[src/rtl/fir_shift_agc.sv]
// Automatic gain control for the FIR output scaler: measures the windowed peak |x| of the
// snooped AXIS stream and picks a shift so the result fits OUT_BITS (fast attack, slow decay).
module fir_shift_agc #(
  parameter int DATA_WIDTH   = 32,
  parameter int WINDOW_LOG2  = 10,
  parameter int SCALER       = 12,
  parameter int OUT_BITS     = 8,
  parameter int HOLD_WINDOWS = 4
) (
  input  logic                  s00_axis_aclk,
  input  logic                  s00_axis_areset,
  input  logic                  mon_tvalid,
  input  logic                  mon_tready,
  input  logic [DATA_WIDTH-1:0] mon_tdata,
  input  logic                  enable,
  input  logic [3:0]            manual_shift,
  output logic [3:0]            shift,
  output logic                  shift_update,
  output logic [DATA_WIDTH-1:0] peak,
  output logic [15:0]           clip_count
);

  localparam int CLIP_BASE = OUT_BITS - 1 + SCALER;
  localparam logic [DATA_WIDTH-1:0] MIN_NEG = {1'b1, {(DATA_WIDTH-1){1'b0}}};
  localparam logic [DATA_WIDTH-1:0] MAX_POS = {1'b0, {(DATA_WIDTH-1){1'b1}}};

  typedef enum logic [1:0] {IDLE, ACQ, DECIDE, APPLY} state_t;

  state_t                 state;
  logic [WINDOW_LOG2-1:0] win_cnt;
  logic [DATA_WIDTH-1:0]  acc;
  logic [3:0]             low_cnt;
  logic [3:0]             target;

  logic                   beat, win_done, clip, stalled;
  logic [DATA_WIDTH-1:0]  abs_x, acc_max;
  logic [7:0]             clip_sh;
  int                     msb, req_i;
  logic [3:0]             req;

  assign beat     = mon_tvalid & mon_tready;
  assign stalled  = mon_tvalid & ~mon_tready;
  assign win_done = beat & (&win_cnt);

  always_comb begin
    abs_x = mon_tdata;
    if (mon_tdata[DATA_WIDTH-1])
      abs_x = (mon_tdata == MIN_NEG) ? MAX_POS : (~mon_tdata + 1'b1);
  end

  assign acc_max = (abs_x > acc) ? abs_x : acc;

  // A right shift past the data width yields zero, so large thresholds never clip.
  assign clip_sh = 8'(CLIP_BASE) + {4'd0, shift};
  assign clip    = |(abs_x >> clip_sh);

  always_comb begin
    msb = -1;
    for (int i = 0; i < DATA_WIDTH; i++)
      if (peak[i]) msb = i;
    req_i = msb + 1 - CLIP_BASE;
    if (req_i < 0)       req = 4'd0;
    else if (req_i > 15) req = 4'd15;
    else                 req = 4'(req_i);
  end

  always_ff @(posedge s00_axis_aclk) begin
    if (s00_axis_areset) begin
      state        <= IDLE;
      shift        <= 4'd0;
      shift_update <= 1'b0;
      peak         <= '0;
      clip_count   <= 16'd0;
      win_cnt      <= '0;
      acc          <= '0;
      low_cnt      <= 4'd0;
      target       <= 4'd0;
    end else begin
      shift_update <= 1'b0;
      if (beat && clip && clip_count != 16'hFFFF)
        clip_count <= clip_count + 16'd1;

      if (!enable || state == IDLE) begin
        win_cnt <= '0;
        acc     <= '0;
        low_cnt <= 4'd0;
        if (state == IDLE) shift <= manual_shift;
        state <= enable ? ACQ : IDLE;
      end else begin
        // Measurement never pauses; windows finishing outside ACQ are simply dropped.
        if (beat) begin
          win_cnt <= win_cnt + 1'b1;
          acc     <= win_done ? '0 : acc_max;
        end
        case (state)
          ACQ: begin
            if (win_done) begin
              peak  <= acc_max;
              state <= DECIDE;
            end
          end
          DECIDE: begin
            if (req > shift) begin
              target  <= req;
              low_cnt <= 4'd0;
            end else if (req < shift) begin
              if (5'(low_cnt) + 5'd1 >= 5'(HOLD_WINDOWS)) begin
                target  <= shift - 4'd1;
                low_cnt <= 4'd0;
              end else begin
                target  <= shift;
                low_cnt <= low_cnt + 4'd1;
              end
            end else begin
              target  <= shift;
              low_cnt <= 4'd0;
            end
            state <= APPLY;
          end
          APPLY: begin
            // Changing shift under a stalled beat would alter data the slave hasn't taken.
            if (!stalled) begin
              shift        <= target;
              shift_update <= (target != shift);
              state        <= ACQ;
            end
          end
          default: state <= IDLE;
        endcase
      end
    end
  end

endmodule

[config.mk]
export PLATFORM = sky130hd
export DESIGN_NAME = fir_shift_agc
export DESIGN_NICKNAME = d
export VERILOG_FILES = /design/src/rtl/fir_shift_agc.sv
export SDC_FILE = /design/constraint.sdc
export NUM_CORES = 1
export LEC_CHECK = 0
export CORE_UTILIZATION = 30
export DETAILED_ROUTE_END_ITERATION = 8
export RECOVER_POWER = 25
export SKIP_CTS_REPAIR_TIMING = 1
export SYNTH_ARGS = -nofsm -noshare
export SYNTH_HDL_FRONTEND = slang
export SYNTH_SLANG_ARGS = --single-unit
[constraint.sdc]
create_clock -name s00_axis_aclk -period 10.73 [get_ports s00_axis_aclk]
set_input_delay 2.146 -clock s00_axis_aclk [delete_from_list [all_inputs] [get_ports s00_axis_aclk]]
set_output_delay 2.146 -clock s00_axis_aclk [all_outputs]
set_load 0.02 [all_outputs]
# Yosys cells after proc, flatten, opt, wreduce, memory -nomap -nowiden
# Cells that the tools add are included.
[classes]
div_mod_pow = 0
n_bitwise = 7
shift = 1
n_addsub = 9
reduce_logical = 14
n_eq_ne = 10
multipliers = 0
n_mux = 53
magnitude_cmp = 6
[op_table]
columns = ["op", "n"]
rows = [
  ["two-way mux 32 bit", 36],
  ["two-way mux 4 bit", 12],
  ["adder 32 x 1 -> 32 bit (second input constant)", 1],
  ["adder 32 x 2 -> 32 bit (second input constant)", 1],
  ["== test 32 bit (second input constant)", 1],
  ["greater-than comparator 32 bit", 1],
  ["greater-than comparator 32 x 5 -> 1 bit (second input constant)", 1],
  ["less-than comparator 32 x 1 -> 1 bit (second input constant)", 1],
  ["inverter 32 bit", 1],
  ["OR reduction 32 bit", 1],
  [">> shifter 32 x 6 -> 32 bit", 1],
  ["subtractor 32 x 6 -> 32 bit (second input constant)", 1],
  ["adder 16 x 1 -> 16 bit (second input constant)", 1],
  ["!= test 16 bit (second input constant)", 1],
  ["adder 10 x 1 -> 10 bit (second input constant)", 1],
  ["AND reduction 10 bit", 1],
  ["adder 5 x 4 -> 6 bit (first input constant)", 1],
  ["two-way mux 2 bit", 3],
  ["!= test 3 bit (second input constant)", 2],
  ["case mux 2 bit (3 select lines)", 1],
  ["AND reduction 3 bit", 2],
  ["adder 4 x 1 -> 5 bit (second input constant)", 1],
  [">= comparator 5 x 3 -> 1 bit (second input constant)", 1],
  ["adder 4 x 1 -> 4 bit (second input constant)", 1],
  ["19 further kinds", 26],
]
[totals]
output_inout_bits = 53
register_bits = 105
memories = 0
wordCells = 109
mem_bits_ro = 0
latch_bits = 0
ramBits = 0

# Logic depth before layout (Yosys ltp)
# Gate-level depths: netlist of run 1.
[logic_depth]
ltp_word = 40
ltp_mapped = 28
mapped_depth_nobuf = 28

# Least setup slack after synthesis of run 1
# Ideal clock, no wire load.
[synth_timing]
path_type = "input -> register"
start = "input mon_tdata[1]"
end = "register peak[10]"
path_buffers = 4
setup_slack_ns = 4.621
required_time_ns = 10.660
stages = 20
arrival_time_ns = 6.038
cell_sequence = "inv_1 ha_1 nor2b_1 nand4_1 or3_1 clkbuf_1 buf_1 nand2_1 ha_1 a21o_1 a21o_1 a211o_1 a21o_1 a21o_1 a31oi_1 a21oi_1 clkbuf_1 clkbuf_1 a311o_1 a21oi_1"
[synth_via]
elab_chain_cells = 6
word_cells_on_any_way = 7
cone_classes = "1 x add/sub; 1 x order compare; 1 x eq/ne; 3 x mux; 1 x bitwise"
[synth_lines]
columns = ["item", "line_no", "source"]
rows = [
  ["start: declaration", "14", "input logic [DATA_WIDTH-1:0] mon_tdata,"],
  ["inverter 32 bit", "48", "abs_x = (mon_tdata == MIN_NEG) ? MAX_POS : (~mon_tdata + 1'b1);"],
  ["adder 32 x 1 -> 32 bit", "48", ""],
  ["two-way mux 32 bit", "48", ""],
  ["two-way mux 32 bit (*)", "47", "if (mon_tdata[DATA_WIDTH-1])"],
  ["greater-than comparator 32 bit", "51", "assign acc_max = (abs_x > acc) ? abs_x : acc;"],
  ["two-way mux 32 bit (*)", "51", ""],
  ["end signal: assignment", "98", "peak <= acc_max;"],
  ["end: declaration", "19", "output logic [DATA_WIDTH-1:0] peak,"],
]
# Mark *: on every way between the ends. The rest lies on a longest branch, timed or not.
# A chain may end at the register's enable or synchronous reset.

# Final worst setup path of run 1
[layout_timing]
start = "input mon_tdata[7]"
end = "register acc[0]"
[layout_via]
elab_chain_cells = 7
word_cells_on_any_way = 8
cone_classes = "1 x add/sub; 1 x order compare; 1 x eq/ne; 4 x mux; 1 x bitwise"
[layout_lines]
columns = ["item", "line_no", "source"]
rows = [
  ["inverter 32 bit", "48", ""],
  ["adder 32 x 1 -> 32 bit", "48", ""],
  ["two-way mux 32 bit", "48", ""],
  ["two-way mux 32 bit (*)", "47", ""],
  ["greater-than comparator 32 bit", "51", ""],
  ["two-way mux 32 bit (*)", "51", ""],
  ["two-way mux 32 bit (*)", "93", "acc <= win_done ? '0 : acc_max;"],
  ["end signal: assignment", "93", ""],
  ["end: declaration", "31", "logic [DATA_WIDTH-1:0] acc;"],
]
# Marks and branches as above.

==> results.yml, run 1 <==
run_status:
  outcome: "complete, no violations"
cts:
  clock_sinks: 105
  cts_buffers: 9
  clockBufferDepth: 2
  cts_tree: "done"
  cts_root_buf: "sky130_fd_sc_hd__clkbuf_16"
  cts-htree-levels: 3
  cts.clk_slew.worst_paths_ns: 0.07
  clock_latency_ns: 0.36
timing:
  setup_repair_after_global_routing_missed_its_margin: "false"
  final_max_slew_viol_count: 0
  final_min_period_over_clock_period_pct: 66.6
  totalNegativeSetupSlack_ns: 0
  max_freq_ghz: 0.140
  finalHoldViolations: 0
  period_needed_ns: 7.15
  slew_headroom_pct: 44.8
  fin_ws_ns: 3.58
  max_slew.worst_pin.slew_ns: 0.827
  final_clock_skew_ns: 0.0102
  final-setup-viol-count: 0
die:
  floorplan.core_area_sq_um: 23600
  design.die.area_sq_um: 24800
  die_width_um: 157
  io_pins: 94
  row_count: 56
  fp.dieH_um: 157
  initial_core_util_pct: 30.7
layout:
  nFillCells: 2469
  number_of_antenna_diodes: 0
  syn2layout_area_growth_pct: 21.3
  drive_gt1_share_pct: 4.68
  design_area_sq_um: 8790
  fin_nets: 1113
  finalCoreUtilization_pct: 37.2
logic_synthesis:
  synth_top_area_share_pct: 29.0
  post_synth.cell_area_avg_sq_um: 7.58
  synth-edff-count: 0
  ys_seq_elements: 105
  syn-num-nets: 1049
  synth.lib_cells_used.distinct: 68
  post-synth-top-count-cell: "sky130_fd_sc_hd__nor2_1"
  post_synthesis_sequential_area_ratio_pct: 29.0
  post_synth_design_cell_area_sq_um: 7250
  synth_cells: 956
  ys.warnings.count: 0
  synth.largest_area_cell: "sky130_fd_sc_hd__dfxtp_1"
  async_reset_ff_share_pct: 0
  ys_top_cells_by_area: "sky130_fd_sc_hd__dfxtp_1, sky130_fd_sc_hd__ha_1, sky130_fd_sc_hd__nor2_1"
  synth_top_flop_cell: "sky130_fd_sc_hd__dfxtp_1"
  synth.top_cells.by_count: "sky130_fd_sc_hd__nor2_1, sky130_fd_sc_hd__nand2_1, sky130_fd_sc_hd__dfxtp_1, sky130_fd_sc_hd__a21oi_1, sky130_fd_sc_hd__inv_1"
placement:
  placement.cell_area_sq_um: 8470
  post-place-ws_ns: 3.29
  detailedPlacementHpwl_mm: 16.3
  gpl.final_weighted_congestion: 0.874
  io_buffer_count: 93
route:
  detailroute.via_count: 7211
  drt_drc_violations_left: 0
  drt_pass1_iterations: 5
  routed_wirelength_mm: 21.8
  final_antenna_net_count: 0
  detail_route.vias_per_cell: 5.37
  drt_iter0_drcs: 430
  detail_route.wl_per_cell_um: 16.2
global_routing:
  via_count_of_the_first_global_routing_pass: 6647
  grt_max_degree: 66
  number_of_antenna_violations_at_the_first_check_in_global_routing: 0
  grt_use_met3_pct: 2.73
  grt_util_met1_pct: 22.4
  grt_usage_pct: 17.9
  globalRouteOverflowTotal: 0
  grt_most_used_layer: "met2"
  grt_first_pass_wirelength_mm: 35.0
  global_route.usage.met2_pct: 31.3
pwr:
  power.density_cell_area_nw_per_um2: 106
  leakagePower_nw: 3.17
  vdd_ir_drop_max_uv: 67.6
setup_path:
  ff2ff_setup_slack_ns: 5.04
  worst-endpoint-required_ns: 11.01
  cp_max_fo: 65
  worst_setup_path_start_kind: "input pin"
  worst-endpoint-arrival_ns: 7.43
  regToRegEndpoint: "target[2]"
  r2r_start: "peak[8]"
  cp-startpoint: "mon_tdata[7]"
  timing.critical_path.to: "acc[0]"
  r2r_cells: 26
  worstSetupEndpointType: "flop"
  setup.worst_path.class: "input pin to flop"
hold_path:
  worstHoldPathType: "flop to flop"
  timing.hold.worst_path_depth: 1
job:
  cap_viol_max_count: 0
## worst max-delay path, stage by stage
cell                              delay [ns]
sky130_fd_sc_hd__clkdlybuf4s50_1        0.51
sky130_fd_sc_hd__nor4_1                 0.62
sky130_fd_sc_hd__nand4_1                0.40
sky130_fd_sc_hd__or3_1                  0.44
sky130_fd_sc_hd__buf_4                  0.29
sky130_fd_sc_hd__o21a_1                 0.20
sky130_fd_sc_hd__nand2_1                0.10
sky130_fd_sc_hd__ha_1                   0.25
sky130_fd_sc_hd__nand3_1                0.14
sky130_fd_sc_hd__nor2_1                 0.06
sky130_fd_sc_hd__and3_1                 0.20
sky130_fd_sc_hd__nand2_1                0.07
sky130_fd_sc_hd__nor3_1                 0.05
sky130_fd_sc_hd__mux2_2                 0.29
sky130_fd_sc_hd__a21oi_4                0.13
sky130_fd_sc_hd__buf_4                  0.54
sky130_fd_sc_hd__nor3b_2                0.27
sky130_fd_sc_hd__buf_4                  0.37
sky130_fd_sc_hd__o21ai_0                0.16
sky130_fd_sc_hd__a21oi_1                0.15
## sequential cells by signal, indices dropped and copies added, names as in the netlist
signal and cells:
clip_count 16, shift 4, win_cnt 10, target 4
low_cnt 4, state 2, peak 32, acc 32
shift_update 1
## layout make-up
cell class                      count  area, sq um  share of cell area (%)
Inverter                           56          210                    2.39
Tap cell                          319          399                    4.54
Clock inverter                      5         85.1                   0.968
Multi-Input combinational cell    746         4770                    54.2
Timing Repair Buffer              102          993                    11.3
Clock buffer                       11          233                    2.65
Sequential cell                   105         2100                    23.9
## cells in the final DEF, fill, tap and decap left out, types with 9 or more instances in the layout
master / n
sky130_fd_sc_hd__inv_1: 55
sky130_fd_sc_hd__a211oi_1: 12
sky130_fd_sc_hd__buf_4: 9
sky130_fd_sc_hd__clkdlybuf4s50_1: 55
sky130_fd_sc_hd__dfxtp_1: 105
sky130_fd_sc_hd__a31oi_1: 9
sky130_fd_sc_hd__a311o_1: 25
sky130_fd_sc_hd__ha_1: 52
sky130_fd_sc_hd__o21ai_0: 24
sky130_fd_sc_hd__dlygate4sd3_1: 37
sky130_fd_sc_hd__nand3_1: 21
sky130_fd_sc_hd__nor4_1: 15
sky130_fd_sc_hd__xor2_1: 25
sky130_fd_sc_hd__nand2_1: 108
sky130_fd_sc_hd__or3_1: 11
sky130_fd_sc_hd__a22oi_1: 33
sky130_fd_sc_hd__and3_1: 12
sky130_fd_sc_hd__clkbuf_16: 9
sky130_fd_sc_hd__nand4_1: 17
sky130_fd_sc_hd__a21o_1: 13
sky130_fd_sc_hd__or4_1: 10
sky130_fd_sc_hd__nor3_1: 17
sky130_fd_sc_hd__xnor2_1: 12
sky130_fd_sc_hd__nor2_1: 136
sky130_fd_sc_hd__a21oi_1: 84
sky130_fd_sc_hd__o31ai_1: 15
## how the worst min path moves through the flow
stage	from	to
floorplan	acc[0]	acc[0]
global placement	win_cnt[1]	win_cnt[1]
detailed placement	low_cnt[3]	low_cnt[3]
CTS	low_cnt[3]	low_cnt[3]
global route	low_cnt[3]	low_cnt[3]
finish	low_cnt[3]	low_cnt[3]
## metal layers
metal / vias to the layer above / routed length, um
met3: 27 / 918
met2: 197 / 10700
met4: 0 / 495
met5: - / 0
met1: 3381 / 9650
li1: 3606 / -
## through the flow
stage	hold slack (ns)	total power, mW	std cells
floorplan	0.449	0.520	956
detailed placement	0.471	0.579	1328
finish	0.480	0.934	1344
global route	0.508	0.978	1344
global placement	0.465	0.578	1328
CTS	0.480	0.942	1344
## logic make-up after synthesis
group / after synthesis / share of synthesized area [%]
fa+ha+maj: 52 / 8.98
flops: 105 / 29.0
xor+xnor: 37 / 4.47
mux: 6 / 0.863
buf+inv: 105 / 5.59
simple gates: 383 / 24.9
compound gates: 268 / 26.2
## power by group
part	leakage, nW	internal, mW	switching [mW]
Combinational	2.17	0.0661	0.106
Sequential	0.847	0.392	0.00580
Clock	0.151	0.207	0.157
(Power assumes the default switching activity.)
==> run 2, diff against run 1 <==
Clock period 10.73 ns to 6.04 ns, I/O delays scaled along.
==> run 2 against run 1 <==
Compared with the run above:
- register-to-register slack got worse by 4.5 ns
- clock skew barely moved
- largest power group unchanged
- flip-flop and latch count stayed put
==> results.yml, run 2 (synthesis results as in run 1) <==
setup_path:
  critPathBufInv: 3
  critPathTopFamily: "simple AND/OR/NAND/NOR gates"
  setup.worst_path.class: "input pin to flop"
  max_stage_delay_on_crit_path_ns: 0.68
  cp-startpoint: "mon_tdata[23]"
  cp_cell_instances: "clkdlybuf4s50_1 > or4_1 > nor4_1 > a41oi_1 > xnor2_1 > nor2b_1 > inv_1 > ha_1 > nand2_1 > o21ai_0 > a31oi_1 > mux2_2 > a21oi_4 > buf_12 > nor2_1 > a311o_1 > a21oi_1"
  cpMaxStageDelayCell: "sky130_fd_sc_hd__or4_1"
  worstSetupEndpointType: "flop"
  worst-endpoint-required_ns: 6.33
  worst_setup_path_start_kind: "input pin"
  worst-endpoint-arrival_ns: 5.92
  cp_max_fo: 39
  r2r_start: "peak[8]"
layout:
  final_common_cell: "sky130_fd_sc_hd__nor2_1"
  fin_nets: 1128
  syn2layout_area_growth_pct: 23.1
  drive_gt1_share_pct: 6.35
  most_frequent_cells_in_the_layout: "sky130_fd_sc_hd__nor2_1, sky130_fd_sc_hd__nand2_1, sky130_fd_sc_hd__dfxtp_1"
  number_of_antenna_diodes: 0
  instances_no_fill: 1359
  finalCoreUtilization_pct: 37.8
  layout_top_registers: "acc x32, peak x32, clip_count x16"
die:
  initial_core_util_pct: 30.7
  design.die.area_sq_um: 24800
  io_pins: 94
  floorplan.core_area_sq_um: 23600
  row_count: 56
  die_width_um: 157
  fp.dieH_um: 157
cts:
  clockBufferDepth: 2
  cts_root_buf: "sky130_fd_sc_hd__clkbuf_16"
  clock_sinks: 105
  cts_tree: "done"
  cts_buffers: 9
  cts-htree-levels: 3
  cts.clk_slew.worst_paths_ns: 0.08
  clock_latency_ns: 0.36
timing:
  final-setup-viol-count: 0
  holdWs_ns: 0.478
  slew_headroom_pct: 46.7
  max_freq_ghz: 0.177
  final_clock_skew_ns: 0.00987
  final_max_slew_viol_count: 0
  finalHoldViolations: 0
  final_min_period_over_clock_period_pct: 93.3
  setup_repair_after_global_routing_missed_its_margin: "false"
  totalNegativeSetupSlack_ns: 0
  period_needed_ns: 5.64
  max_slew.worst_pin.slew_ns: 0.788
route:
  drt_pass1_iterations: 5
  detail_route.wl_per_cell_um: 16.8
  final_antenna_net_count: 0
  drt_drc_violations_left: 0
  detailroute.via_count: 7323
  detail_route.vias_per_cell: 5.39
  drt_iter0_drcs: 508
  routed_wirelength_mm: 22.9
pwr:
  power.density_cell_area_nw_per_um2: 181
  leakagePower_nw: 3.25
  vdd_ir_drop_max_uv: 125
global_routing:
  grt_max_degree: 61
  grt_util_met1_pct: 24.0
  global_route.usage.met2_pct: 31.7
  grt_use_met3_pct: 2.75
  globalRouteOverflowTotal: 0
  grt_most_used_layer: "met2"
  number_of_antenna_violations_at_the_first_check_in_global_routing: 0
  grt_usage_pct: 18.7
  via_count_of_the_first_global_routing_pass: 6606
  grt_first_pass_wirelength_mm: 35.9
placement:
  dp_cells: 1343
  detailedPlacementHpwl_mm: 17.2
  io_buffer_count: 93
  gpl.final_weighted_congestion: 0.878
hold_path:
  worstHoldPathType: "flop to flop"
  hp_start: "low_cnt[3]"
job:
  cap_viol_max_count: 0
run_status:
  outcome: "complete, no violations"
[run 2: routing by layer]
layer / up-vias / wire, um
met1: 3479 / 10500
met4: 0 / 529
li1: 3641 / -
met2: 174 / 11100
met5: - / 0
met3: 29 / 806
[run 2: cell type report]
cell class,count,area (sq um)
well taps,319,399
clock buffers,10,229
repair buffers,117,1140
multi-input cells,746,4780
inverters,56,210
clock inverters,6,50.0
flip-flops and latches,105,2100
fillers,2522,14700
[run 2: through the flow]
stage          power (mW)  setup WS [ns]  cell area (sq um)
2_1_floorplan       0.923          0.869               7250
3_3_place_gp         1.05         0.0974               8620
3_5_place_dp         1.05          0.140               8620
4_1_cts              1.63          0.302               8900
5_1_grt              1.69         0.0110               8920
6_report             1.61          0.405               8920
[run 2: worst paths after layout]
check                to  slack [ns]  depth (start not counted)
max             peak[2]        0.40                         17
min          low_cnt[3]        0.48                          1
max reg2reg   target[2]        0.52                         26
min reg2reg  low_cnt[3]        0.48                          1
[run 2: report_power, final]
part,switching [mW],leakage (nW),internal [mW]
logic,0.198,2.27,0.129
clock network,0.294,0.135,0.286
registers,0.0102,0.847,0.697
total,0.502,3.25,1.11
==> run 3, diff against run 2 <==
Settings changed: TNS_END_PERCENT set to 10.
==> results of run 3 <==
No change in the layout: final DEF, timing and power equal those of run 2.
